`src/rtl/chirp_pkg.sv`:
```
// Shared encodings for the chirp phase-increment generator: sweep modes,
// controller states and the default frequency-to-phase scale constant.
package chirp_pkg;

  typedef enum logic [1:0] {
    MODE_CW   = 2'd0,
    MODE_UP   = 2'd1,
    MODE_DOWN = 2'd2,
    MODE_TRI  = 2'd3
  } mode_e;

  typedef enum logic [2:0] {
    ST_IDLE  = 3'd0,
    ST_LOAD  = 3'd1,
    ST_CONV  = 3'd2,
    ST_XFER  = 3'd3,
    ST_DWELL = 3'd4,
    ST_DONE  = 3'd5
  } state_e;

  // 1.3107 phase-increment LSBs per kHz, Q14
  localparam int K_FRAC_DEF  = 14;
  localparam int K_SCALE_DEF = 21475;

endpackage

```
`src/rtl/pinc_scale.sv`:
```
// Combinational frequency-word to phase-increment conversion:
// full-width multiply by the scale constant, round half up, saturate.
module pinc_scale
  import chirp_pkg::*;
#(
  parameter int FREQ_W  = 10,
  parameter int PINC_W  = 17,
  parameter int K_FRAC  = K_FRAC_DEF,
  parameter int K_SCALE = K_SCALE_DEF
) (
  input  logic [FREQ_W-1:0] freq,
  output logic [PINC_W-1:0] pinc
);

  localparam int PROD_W = FREQ_W + 16;
  localparam int SH_W   = PROD_W - K_FRAC;
  localparam int WIDE_W = (SH_W > PINC_W) ? SH_W : PINC_W;
  localparam logic [WIDE_W-1:0] PINC_MAX = WIDE_W'({PINC_W{1'b1}});

  logic [PROD_W-1:0] prod_s;
  logic [PROD_W-1:0] sum_s;
  logic [WIDE_W-1:0] scaled_s;

  // K_SCALE stays below 2^16, so adding the rounding half cannot overflow
  assign prod_s   = PROD_W'(freq) * PROD_W'(K_SCALE);
  assign sum_s    = prod_s + (PROD_W'(1'b1) << (K_FRAC - 1));
  assign scaled_s = WIDE_W'(sum_s >> K_FRAC);

  // Clamp to the largest representable increment
  always_comb begin
    if (scaled_s > PINC_MAX) begin
      pinc = PINC_MAX[PINC_W-1:0];
    end else begin
      pinc = scaled_s[PINC_W-1:0];
    end
  end

endmodule

```
`src/rtl/chirp_phase_gen.sv`:
```
// Frequency sweep controller (CW / up / down / triangle) that issues scaled
// phase increments to the DDS over a valid/ready handshake.
module chirp_phase_gen
  import chirp_pkg::*;
#(
  parameter int FREQ_W  = 10,
  parameter int PINC_W  = 17,
  parameter int K_FRAC  = K_FRAC_DEF,
  parameter int K_SCALE = K_SCALE_DEF,
  parameter int DWELL_W = 16
) (
  input  logic               aclk,
  input  logic               aresetn,
  input  logic               start,
  input  logic               stop,
  input  logic [1:0]         mode,
  input  logic               cont,
  input  logic [FREQ_W-1:0]  f_start,
  input  logic [FREQ_W-1:0]  f_stop,
  input  logic [FREQ_W-1:0]  f_step,
  input  logic [DWELL_W-1:0] dwell,
  output logic [PINC_W-1:0]  m_tdata,
  output logic               m_tvalid,
  input  logic               m_tready,
  output logic               busy,
  output logic               done
);

  state_e             state_r;
  mode_e              mode_r;
  logic               cont_r;
  logic [FREQ_W-1:0]  f_start_r;
  logic [FREQ_W-1:0]  f_stop_r;
  logic [FREQ_W-1:0]  f_step_r;
  logic [DWELL_W-1:0] dwell_r;
  logic [FREQ_W-1:0]  cur_f_r;
  logic               dir_up_r;
  logic [DWELL_W-1:0] cnt_r;
  logic               stop_pend_r;

  logic [PINC_W-1:0]  pinc_s;
  logic [FREQ_W-1:0]  next_f_s;
  logic [FREQ_W-1:0]  tri_dn_s;
  logic               next_dir_up_s;
  logic               sweep_end_s;
  logic               dwell_hit_s;

  function automatic logic [FREQ_W-1:0] step_up(input logic [FREQ_W-1:0] cur,
                                                input logic [FREQ_W-1:0] step,
                                                input logic [FREQ_W-1:0] hi);
    logic [FREQ_W:0] sum;
    sum = {1'b0, cur} + {1'b0, step};
    if (sum >= {1'b0, hi}) begin
      step_up = hi;
    end else begin
      step_up = sum[FREQ_W-1:0];
    end
  endfunction

  function automatic logic [FREQ_W-1:0] step_down(input logic [FREQ_W-1:0] cur,
                                                  input logic [FREQ_W-1:0] step,
                                                  input logic [FREQ_W-1:0] lo);
    if ((cur <= lo) || ((cur - lo) <= step)) begin
      step_down = lo;
    end else begin
      step_down = cur - step;
    end
  endfunction

  pinc_scale #(
    .FREQ_W (FREQ_W),
    .PINC_W (PINC_W),
    .K_FRAC (K_FRAC),
    .K_SCALE(K_SCALE)
  ) u_scale (
    .freq(cur_f_r),
    .pinc(pinc_s)
  );

  // The count starts at 1 on entry, so dwell=0 also ends after one cycle
  assign dwell_hit_s = (cnt_r >= dwell_r);

  // Next sweep frequency and end-of-sweep detection, evaluated at dwell expiry
  always_comb begin
    next_f_s      = cur_f_r;
    next_dir_up_s = dir_up_r;
    sweep_end_s   = 1'b0;
    tri_dn_s      = step_down(cur_f_r, f_step_r, f_start_r);
    case (mode_r)
      MODE_CW: begin
        next_f_s = cur_f_r;
      end
      MODE_UP: begin
        if (cur_f_r >= f_stop_r) begin
          sweep_end_s = 1'b1;
        end else begin
          next_f_s = step_up(cur_f_r, f_step_r, f_stop_r);
        end
      end
      MODE_DOWN: begin
        if (cur_f_r <= f_stop_r) begin
          sweep_end_s = 1'b1;
        end else begin
          next_f_s = step_down(cur_f_r, f_step_r, f_stop_r);
        end
      end
      MODE_TRI: begin
        if (f_start_r >= f_stop_r) begin
          next_f_s = cur_f_r;
        end else if (dir_up_r && (cur_f_r < f_stop_r)) begin
          next_f_s = step_up(cur_f_r, f_step_r, f_stop_r);
        end else if (tri_dn_s == f_start_r) begin
          sweep_end_s = 1'b1;
        end else begin
          next_f_s      = tri_dn_s;
          next_dir_up_s = 1'b0;
        end
      end
      default: begin
        next_f_s = cur_f_r;
      end
    endcase
  end

  // Sweep controller with registered handshake and status outputs
  always_ff @(posedge aclk) begin
    if (!aresetn) begin
      state_r     <= ST_IDLE;
      mode_r      <= MODE_CW;
      cont_r      <= 1'b0;
      f_start_r   <= '0;
      f_stop_r    <= '0;
      f_step_r    <= '0;
      dwell_r     <= '0;
      cur_f_r     <= '0;
      dir_up_r    <= 1'b1;
      cnt_r       <= '0;
      stop_pend_r <= 1'b0;
      m_tdata     <= '0;
      m_tvalid    <= 1'b0;
      busy        <= 1'b0;
      done        <= 1'b0;
    end else begin
      done <= 1'b0;
      case (state_r)
        ST_IDLE: begin
          m_tvalid    <= 1'b0;
          stop_pend_r <= 1'b0;
          if (start) begin
            mode_r    <= mode_e'(mode);
            cont_r    <= cont;
            f_start_r <= f_start;
            f_stop_r  <= f_stop;
            f_step_r  <= f_step;
            dwell_r   <= dwell;
            busy      <= 1'b1;
            state_r   <= ST_LOAD;
          end else begin
            busy    <= 1'b0;
            state_r <= ST_IDLE;
          end
        end
        ST_LOAD: begin
          if (stop) begin
            busy    <= 1'b0;
            state_r <= ST_IDLE;
          end else begin
            cur_f_r  <= f_start_r;
            dir_up_r <= (mode_r != MODE_DOWN);
            state_r  <= ST_CONV;
          end
        end
        ST_CONV: begin
          if (stop) begin
            busy    <= 1'b0;
            state_r <= ST_IDLE;
          end else begin
            m_tdata  <= pinc_s;
            m_tvalid <= 1'b1;
            state_r  <= ST_XFER;
          end
        end
        ST_XFER: begin
          // A stop here is remembered so the offered value is not torn
          if (m_tready) begin
            m_tvalid <= 1'b0;
            if (stop || stop_pend_r) begin
              busy        <= 1'b0;
              stop_pend_r <= 1'b0;
              state_r     <= ST_IDLE;
            end else begin
              cnt_r   <= DWELL_W'(1'b1);
              state_r <= ST_DWELL;
            end
          end else begin
            stop_pend_r <= stop_pend_r | stop;
          end
        end
        ST_DWELL: begin
          if (stop) begin
            busy    <= 1'b0;
            state_r <= ST_IDLE;
          end else if (!dwell_hit_s) begin
            cnt_r <= cnt_r + DWELL_W'(1'b1);
          end else if (!sweep_end_s) begin
            cur_f_r  <= next_f_s;
            dir_up_r <= next_dir_up_s;
            state_r  <= ST_CONV;
          end else if (cont_r) begin
            cur_f_r  <= f_start_r;
            dir_up_r <= (mode_r != MODE_DOWN);
            state_r  <= ST_CONV;
          end else begin
            done    <= 1'b1;
            state_r <= ST_DONE;
          end
        end
        ST_DONE: begin
          busy    <= 1'b0;
          state_r <= ST_IDLE;
        end
        default: begin
          busy     <= 1'b0;
          m_tvalid <= 1'b0;
          state_r  <= ST_IDLE;
        end
      endcase
    end
  end

endmodule

```
`config.mk`:
```
export PLATFORM = sky130hd
export DESIGN_NAME = chirp_phase_gen
export DESIGN_NICKNAME = d
export VERILOG_FILES = /design/src/rtl/chirp_pkg.sv /design/src/rtl/pinc_scale.sv /design/src/rtl/chirp_phase_gen.sv
export SDC_FILE = /design/constraint.sdc
export NUM_CORES = 1
export LEC_CHECK = 0
export CORE_ASPECT_RATIO = 1.4
export CORE_MARGIN = 3
export CORE_UTILIZATION = 40
export CTS_CLUSTER_DIAMETER = 50
export CTS_CLUSTER_SIZE = 20
export DETAILED_ROUTE_END_ITERATION = 10
export HOLD_SLACK_MARGIN = 0.08
export PLACE_DENSITY = 0.68
export REMOVE_ABC_BUFFERS = 1
export SYNTH_ARGS = -nofsm -noshare
export SYNTH_HDL_FRONTEND = slang
export SYNTH_HIERARCHICAL = 1
export SYNTH_SLANG_ARGS = --single-unit
```
`constraint.sdc`:
```
create_clock -name aclk -period 6.9 [get_ports aclk]
set_input_delay 0.69 -clock aclk [delete_from_list [all_inputs] [get_ports aclk]]
set_output_delay 0.69 -clock aclk [all_outputs]
set_load 0.02 [all_outputs]
```
---- Word-level counts from Yosys, hierarchy flattened ----
Cells that the tools add are included.
storage, ports and cells
  bits in registers ....................... 100
  bits in latches ......................... 0
  memory bits (writable) .................. 0
  memory bits (read-only) ................. 0
  output and inout bits ................... 20
  word-level logic and storage cells ...... 149
  memories kept ........................... 0
cells by class
  add/subtract/negate cells ............... 6
  multipliers ............................. 1
  div/mod/pow operators ................... 0
  order comparisons ....................... 10
  eq/ne operators ......................... 31
  shifts and indexed selects .............. 0
  multiplexer cells ....................... 58
  bitwise operators ....................... 7
  reductions and logical operators ........ 21
operator list
  cell                    count
  $mux 10                 13
  $mux 16                 4
  $le 10x10->1            4
  $pmux 16 s2             1
  $pmux 10 s3             1
  $sub 10x10->10          3
  $add 25x14->26 const B  1
  $mul 10x15->25 const B  1
  $mux 1                  23
  $ne 3x3->1 const B      7
  $ge 10x10->1            2
  $pmux 10 s2             1
  $mux 3                  6
  $ne 2x2->1 const B      9
  $gt 12x17->1 const B    1
  $mux 17                 1
  $add 16x1->16 const B   1
  $ge 16x16->1            1
  $pmux 3 s5              1
  $ne 4x4->1 const B      3
  $add 10x10->11          1
  $ge 11x10->1            1
  $eq 10x10->1            1
  $lt 10x10->1            1
  25 further kinds        46

---- Depth between registers and ports, before layout ----
Gate-level depths: netlist of run 1.
  word-level depth ........................ 13
  mapped depth ............................ 22
  depth with buffers taken out ............ 21

---- Hierarchy ----
Netlist of run 1, hierarchy kept.
modules (own cells, without submodules)
  module           times used  cells an instance  area an instance (µm²)  sequential area each (µm²)
  chirp_phase_gen  1           1043               7958.9                  2001.9
  pinc_scale       1           275                2628.8                  0.0

---- Worst setup path after synthesis of run 1 ----
No wires, ideal clock.
  path type ............................... reg-to-reg
  from .................................... register cur_f_r[1]
  to ...................................... register m_tdata[11]
  setup time .............................. 0.132 ns
  data arrival time ....................... 4.887 ns
  required time ........................... 6.768 ns
  slack ................................... 1.881 ns
  cell stages (with the launch flop) ...... 19
  path through ............................ dfxtp_1 -> inv_1 -> fa_1 -> inv_1 -> ha_1 -> inv_1 -> fa_1 -> fa_1 -> fa_1 -> inv_1 -> ha_1 -> o21a_1 -> o211ai_1 -> o21ai_1 -> or3_4 -> a311o_1 -> a21o_1 -> nand2_1 -> a21oi_1
on the way
  longest elaborated chain between the ends .. 4
ends and longest elaborated chain
  item                    line                    RTL
  start, declared         chirp_phase_gen.sv:36   logic [FREQ_W-1:0] cur_f_r;
  start signal, assigned  chirp_phase_gen.sv:168  cur_f_r <= f_start_r;
  start signal, assigned  chirp_phase_gen.sv:206  cur_f_r <= next_f_s;
  start signal, assigned  chirp_phase_gen.sv:210  cur_f_r <= f_start_r;
  $mul 10x15->25 *        pinc_scale.sv:25        assign prod_s = PROD_W'(freq) * PROD_W'(K_SCALE);
  $add 25x14->26 *        pinc_scale.sv:26        assign sum_s = prod_s + (PROD_W'(1'b1) << (K_FRAC - 1));
  $gt 12x17->1            pinc_scale.sv:31        if (scaled_s > PINC_MAX) begin
  $mux 17 *               pinc_scale.sv:31
  named net pinc_s[11]    chirp_phase_gen.sv:41   logic [PINC_W-1:0] pinc_s;
  end signal, assigned    chirp_phase_gen.sv:178  m_tdata <= pinc_s;
  end, declared           chirp_phase_gen.sv:22   output logic [PINC_W-1:0] m_tdata,
The timed path passes the listed nets; every way through them passes the cells marked *.
A chain may end at the register's enable or synchronous reset.

---- Final worst setup path of run 1 ----
  from .................................... register cur_f_r[0]
  to ...................................... register cur_f_r[8]
on the way
  longest elaborated chain between the ends .. 13
ends and longest elaborated chain
  item              line                    RTL
  $sub 10x10->10    chirp_phase_gen.sv:63   if ((cur <= lo) || ((cur - lo) <= step)) begin
  $le 10x10->1      chirp_phase_gen.sv:63
  $logic_or 1x1->1  chirp_phase_gen.sv:63
  $mux 10           chirp_phase_gen.sv:63
  $eq 10x10->1      chirp_phase_gen.sv:112  end else if (tri_dn_s == f_start_r) begin
  $mux 1            chirp_phase_gen.sv:112
  $mux 1            chirp_phase_gen.sv:110  end else if (dir_up_r && (cur_f_r < f_stop_r)) begin
  $mux 1            chirp_phase_gen.sv:108  if (f_start_r >= f_stop_r) begin
  $pmux 1 s3        chirp_phase_gen.sv:89   case (mode_r)
  $mux 10           chirp_phase_gen.sv:205  end else if (!sweep_end_s) begin
  $mux 10           chirp_phase_gen.sv:203  end else if (!dwell_hit_s) begin
  $mux 10           chirp_phase_gen.sv:200  if (stop) begin
  $pmux 10 s2       chirp_phase_gen.sv:145  case (state_r)
Several ways; a longest one is shown, not always the timed one. The select of a mux whose other input is x is not followed.

==> impl_metrics.toml, run 1 <==
[grt]
grt_first_pass_wirelength_microns = 46300
grt_max_degree = 52
number_of_global_route_vias_before_repair = 9414
globalRouteOverflowTotal = 0
antenna_found_initial = 0
globalRouteTotalUtil_pct = 20.32

[clock_network]
cts_made_buffers = 9
post_cts.resized_instances = 0
depth_of_the_cts_h_tree = 3
cts_hold_buf = 0
tritoncts_num_sinks = 100
root_buffer = "clkbuf_16"
clk_latency_ns = 0.37
cts_tree = "done"
clk_transition_reported_paths_ns = 0.08
clk_path_buf_depth = 2
cts_setup_buffers = 0

[layout]
final_design_area_no_fill_sq_mm = 0.01185
drive_above_1_share_pct = 3.953
antenna-diode-count = 0
instances_no_fill = 1685
nets = 1638
growth_of_design_area_from_synthesis_to_finish_pct = 11.95

[critical_path]
critPathMaxStageDelay_ns = 0.66
critical_path_required_ns = 7.17
timing.critical_path.mode_cell = "o21ai_0"
timing.setup.critical_path_class = "reg -> reg"
setup.worst_path.end_class = "register"
worst-endpoint-arrival_ns = 6.09
timing.critical_path.from_type = "register"
timing.critical_path.cells = "inv_1 -> ha_1 -> nor2b_1 -> o21ai_0 -> a21boi_0 -> o21ai_0 -> a21boi_0 -> o21ai_0 -> a21boi_0 -> nor4_1 -> a311o_1 -> ha_1 -> nand2_1 -> o21ai_0 -> o211ai_2 -> nand2_1 -> o2111ai_2 -> or4_1 -> a41o_1"
rrSetupSlack_ns = 1.08
critical_path.slowest_cell = "or4_1"
critical_path.max_fanout = 21

[drt]
firstDrtPassIters = 7
initial_drt_markers = 425
num_vias = 9383
routed_wire_length_per_instance_microns = 17.01
route.met3.wl_microns = 1043
route.detailed.drc = 0
detailroute.wirelength.met2_microns = 14820
wl_met1_microns = 11540
route.final.wire_length_microns = 28650
antenna_left = 0
dr.max_layer_used = "met4"
detail_route.vias_per_cell = 5.569

[die]
ios = 74
floorplan.die_area_sq_mm = 0.02848
die_w_microns = 143.5
placement_rows = 69
initial_utilization_pct = 41.15
dieHeight_microns = 198.5
design.core.area_sq_mm = 0.02573

[sta]
fin_skew_ns = 0.009797
grt_setup_unrepaired = "false"
worst_slew_pin_slew_ns = 1.277
final.setup.tns_ns = 0
timing.hold.ws_ns = 0.4544
finalWorstPathRequiredPeriod_ns = 5.820
post-route-period-util_pct = 84.34
relSlewSlack_pct = 14.46
hold_viol_final = 0
slew_viol_final = 0
setup_violations = 0
fmax_mhz = 171.8

[yosys]
synth_seq_area_share_pct = 18.91
synth_top_area_share_pct = 21.51
top_cells_by_area_in_the_synthesized_netlist = "ha_1 22%, dfxtp_1 19%, fa_1 7.8%"
avgSynthCellArea_sq_um = 8.033
synth.cell_area_sq_mm = 0.01059
ys_async_sr_fraction_pct = 0
dominant_cell_type_by_area_after_synthesis = "ha_1"
synth-warning-count = 6
synth_edf_count = 0
synth.ff_latch_count = 100
most_frequently_used_flop_master_after_synthesis = "dfxtp_1"
ys_types = 80
syn_inst = 1318

[power_and_ir_drop]
power_density_mw_per_mm2 = 167.6
total_leakage_power_nw = 5.587
power.ir.vdd_worst_uv = 121.0

[place]
hpwlAfterDp_microns = 22800
io_buffers = 73
placement.cell_area_sq_mm = 0.01153
placed_cells_incl_taps = 1669
gpl.final_weighted_congestion = 0.9928

[outcome]
result_of_the_run = "finished clean"

[worst_hold_path]
hold_crit_class = "reg -> reg"

[job]
max_cap_violations = 0
## placed cells by master (no fill, tap or decap), types with 28 or more instances in the layout
master	count
ha_1	182
o21ai_0	35
fa_1	41
clkdlybuf4s50_1	73
nand2_1	194
a21o_1	28
nor2_1	68
a21oi_1	119
inv_1	147
xnor2_1	42
dfxtp_1	100
## per-stage QoR
stage	util [%]	total power, W	setup WS (ns)
3_3_place_gp	44.83	0.001421	1.287
6_report	46.07	0.001986	1.080
2_1_floorplan	-	0.001202	1.817
4_1_cts	46.07	0.001996	1.160
3_5_place_dp	44.83	0.001432	1.194
5_1_grt	46.07	0.002106	0.5212
## layout make-up
cell class / instances / area, sq um
clock buffer: 10 / 239.0
sequential: 100 / 2002
tap: 319 / 399.1
multi-input combinational: 1020 / 7784
fill: 2584 / 13870
clock inverter: 6 / 80.08
timing repair buffer: 80 / 783.3
inverter: 150 / 565.5
## worst max-delay path, delay by kind of cell, from the launching register on
| family | cells | cell delay, ns |
|---|---|---|
| flops | 1 | 0.65 |
| compound gates | 11 | 3.18 |
| simple gates | 5 | 1.17 |
| fa+ha+maj | 2 | 0.53 |
| buf+inv | 1 | 0.18 |
## routing by layer
metal / vias to the layer above / track usage [%]
met5: - / 0
met4: 0 / 9.839
met3: 68 / 2.092
met2: 234 / 37.32
met1: 4441 / 23.21
li1: 4640 / -
## worst paths after layout
kind                            from                 endpoint  cells after the start
max          cur_f_r[0]$_SDFFE_PN0P_  cur_f_r[8]$_SDFFE_PN0P_                     19
min          dwell_r[9]$_SDFFE_PN0P_  dwell_r[9]$_SDFFE_PN0P_                      2
max reg2reg  cur_f_r[0]$_SDFFE_PN0P_  cur_f_r[8]$_SDFFE_PN0P_                     19
min reg2reg  dwell_r[9]$_SDFFE_PN0P_  dwell_r[9]$_SDFFE_PN0P_                      2
## Yosys cell counts, drive strengths merged, types with 4 or more instances
cell       n
or2        4
a41o       9
a31oi      8
nor2      68
buf       16
nor3b      5
xor2      18
o21bai     4
and3      14
and2       4
a21boi    13
fa        41
clkbuf    36
nand4     17
o22ai     10
a211o      5
a41oi      4
o21a       9
nor4       8
nand2b    14
a2111oi    5
o21ai     42
dfxtp    100
xnor2     42
a21oi    123
nand2    194
ha       182
a211oi    10
a21o      28
or4        4
o2111ai    5
o211ai     7
inv      149
nor2b     10
nand3     24
or3       12
nor3      20
mux2i     16
## logic make-up (layout without fill, tap and decap cells)
kind of cell	Yosys count	after routing	synth area share, %
other	1	5	0.03542
and+or+nand+nor	405	405	17.60
DFF	100	100	18.91
xor gates and xnor gates	60	60	4.963
adders and majority gates	223	223	29.26
muxes	17	17	1.619
AOI/OAI and AO/OA	310	310	19.79
buffers and inverters	202	246	7.823
## registers in the layout (all words and copies together), names as in the netlist
signal	count
mode_r	2
done	1
m_tvalid	1
cur_f_r	10
stop_pend_r	1
f_start_r	10
m_tdata	17
f_step_r	10
busy	1
dir_up_r	1
state_r	3
dwell_r	16
cnt_r	16
cont_r	1
f_stop_r	10
## power by group
| part | switching, W | internal (W) | total, W |
|---|---|---|---|
| registers | 0.0000343 | 0.000602 | 0.000637 |
| clock network | 0.000260 | 0.000300 | 0.000560 |
| logic | 0.000460 | 0.000329 | 0.000790 |
Note: power is estimated with default switching activity, not from simulation.
==> run 2, diff against run 1 <==
Clock period 6.9 ns to 5.4 ns, I/O delays scaled along.
==> run 2 against run 1 <==
Sequential power increased by 27%. Flip-flop and latch count stayed put. Worst setup slack lost 0.80 ns. Maximum frequency up 14%. Combinational power increased by 30%. Via count is 0.15% higher. Non-clock buffer count rose by 20. Critical path depth is 1 lower. Global-route usage is 0.23 points higher. Critical path type unchanged. Largest cell class unchanged. Largest power group unchanged.
==> impl_metrics.toml, run 2 (synthesis gave the netlist of run 1 again) <==
[sta]
hold_viol_final = 0
setup_violations = 0
post-route-period-util_pct = 94.86
finalWorstPathRequiredPeriod_ns = 5.123
fin_skew_ns = 0.01509
relSlewSlack_pct = 22.35
fmax_mhz = 195.2
slew_viol_final = 0
worst_slew_pin_slew_ns = 1.158
grt_setup_unrepaired = "false"
timing.final.ws_setup_ns = 0.2774
timing.hold.ws_ns = 0.4532
final.setup.tns_ns = 0

[layout]
area_of_all_sequential_standard_cells_sq_mm = 0.002002
most-common-layout-cells = "194 x nand2_1, 182 x ha_1, 147 x inv_1"
mostFrequentLayoutCell = "nand2_1"
reg.largest.list = "m_tdata: 17 flops, cnt_r: 16 flops, dwell_r: 16 flops"
final_design_area_no_fill_sq_mm = 0.01200
largest_register_ff_count = 17
antenna-diode-count = 0
top_register = "m_tdata"
growth_of_design_area_from_synthesis_to_finish_pct = 13.30
nets = 1658
multi_input_comb_area_sq_mm = 0.007784
drive_above_1_share_pct = 5.267
instances_no_fill = 1705
num-fill-cells = 2541

[grt]
globalRouteTotalUtil_pct = 20.55
globalRouteOverflowTotal = 0
grt_first_pass_wirelength_microns = 46920
antenna_found_initial = 0
grt_max_degree = 50
number_of_global_route_vias_before_repair = 9498

[critical_path]
critical_path.max_fanout = 8
timing.critical_path.from_type = "register"
worstRegToRegCells = 18
timing.critical_path.cells = "inv_1 -> fa_1 -> inv_1 -> ha_1 -> inv_1 -> fa_1 -> fa_1 -> fa_1 -> inv_1 -> ha_1 -> o21a_1 -> o211ai_1 -> o21ai_1 -> or3_4 -> a311o_1 -> xor2_1 -> nand2_1 -> a21oi_1"
setup.worst_path.end_class = "register"
critical_path_required_ns = 5.70
crit-reg2reg-launch = "cur_f_r[1]$_SDFFE_PN0P_"
worstReg2RegEnd = "m_tdata[10]$_SDFFE_PN0P_"
rrSetupSlack_ns = 0.28
critPathMaxStageDelay_ns = 0.55
timing.critical_path.buf_inv = 4
worst-endpoint-arrival_ns = 5.43
timing.setup.critical_path_class = "reg -> reg"
path_delay_family = "adder cells"
critical_path.slowest_cell = "fa_1"

[place]
hpwlAfterDp_microns = 23190
placed_cells_incl_taps = 1689
gpl.final_weighted_congestion = 0.9287
io_buffers = 73
place_worst_setup_slack_ns = 0.2992
placement.cell_area_sq_mm = 0.01168

[job]
max_cap_violations = 0

[clock_network]
clk_latency_ns = 0.38
cts_hold_buf = 0
tritoncts_num_sinks = 100
depth_of_the_cts_h_tree = 3
cts_tree = "done"
root_buffer = "clkbuf_16"
cts_made_buffers = 9
clk_path_buf_depth = 2
clk_transition_reported_paths_ns = 0.08
post_cts.resized_instances = 0
cts_setup_buffers = 0

[die]
placement_rows = 69
dieHeight_microns = 198.5
ios = 74
floorplan.die_area_sq_mm = 0.02848
design.core.area_sq_mm = 0.02573
initial_utilization_pct = 41.15
die_w_microns = 143.5

[drt]
firstDrtPassIters = 5
route.final.wire_length_microns = 28650
route.detailed.drc = 0
routed_wire_length_per_instance_microns = 16.80
antenna_left = 0
detail_route.vias_per_cell = 5.511
num_vias = 9397
initial_drt_markers = 387

[worst_hold_path]
min_delay_worst_endpoint = "m_tdata[3]$_SDFFE_PN0P_"
hold_crit_class = "reg -> reg"
holdPathStages = 2
hold_path_startpoint = "m_tdata[3]$_SDFFE_PN0P_"

[power_and_ir_drop]
power.ir.vdd_worst_uv = 154.5
total_leakage_power_nw = 5.683
power_density_mw_per_mm2 = 212.8

[outcome]
result_of_the_run = "finished clean"
[run 2: cell count changes in the layout (fill, tap and decap cells not counted)]
cell      delta
inv_8        -1
buf_4       +20
o21ai_0      -1
clkbuf_1     +1
o21ai_1      +1
[run 2: how the worst max path moves through the flow]
stage / startpoint / to / slack [ns] / depth (start not counted)
detailed placement: cur_f_r[1]$_SDFFE_PN0P_ / m_tdata[10]$_SDFFE_PN0P_ / 0.30 / 18
floorplan: cur_f_r[1]$_SDFFE_PN0P_ / m_tdata[11]$_SDFFE_PN0P_ / 0.32 / 18
CTS: cur_f_r[1]$_SDFFE_PN0P_ / m_tdata[10]$_SDFFE_PN0P_ / 0.26 / 18
global placement: cur_f_r[1]$_SDFFE_PN0P_ / m_tdata[11]$_SDFFE_PN0P_ / 0.35 / 18
finish: cur_f_r[1]$_SDFFE_PN0P_ / m_tdata[10]$_SDFFE_PN0P_ / 0.28 / 18
global route: cur_f_r[1]$_SDFFE_PN0P_ / m_tdata[10]$_SDFFE_PN0P_ / 0.02 / 18
[run 2: stage by stage]
step	util (%)	total power, W
finish	46.62	0.002552
global placement	45.41	0.001833
global route	46.62	0.002710
detailed placement	45.41	0.001847
floorplan	-	0.001536
CTS	46.62	0.002569
[run 2: area by class of cell]
cell class / instances / share of cell area, %
inverter: 150 / 4.715
tap: 319 / 3.327
clock buffer: 11 / 2.024
timing repair buffer: 100 / 7.781
sequential: 100 / 16.69
clock inverter: 5 / 0.5737
multi-input combinational: 1020 / 64.89
[run 2: worst reg2reg max path, delay by kind of cell, from the launching register on]
kind            cells  cell delay [ns]
fa+ha+maj           6             2.66
compound gates      5             1.00
flops               1             0.52
simple gates        2             0.48
buf+inv             4             0.27
xor+xnor            1             0.15
[run 2: per-layer routing]
layer | wire (microns) | track usage [%] | up-vias
met1 | 11540 | 23.60 | 4438
met5 | 0 | 0 | -
met4 | 1170 | 8.897 | 0
met3 | 1010 | 2.670 | 58
li1 | - | - | 4682
met2 | 14930 | 37.70 | 219
[run 2: report_power, final]
part	leakage, nW	internal, W	switching (W)
logic	4.72	0.000435	0.000595
clock network	0.150	0.000380	0.000333
registers	0.814	0.000770	0.0000387
total	5.68	0.00159	0.000967
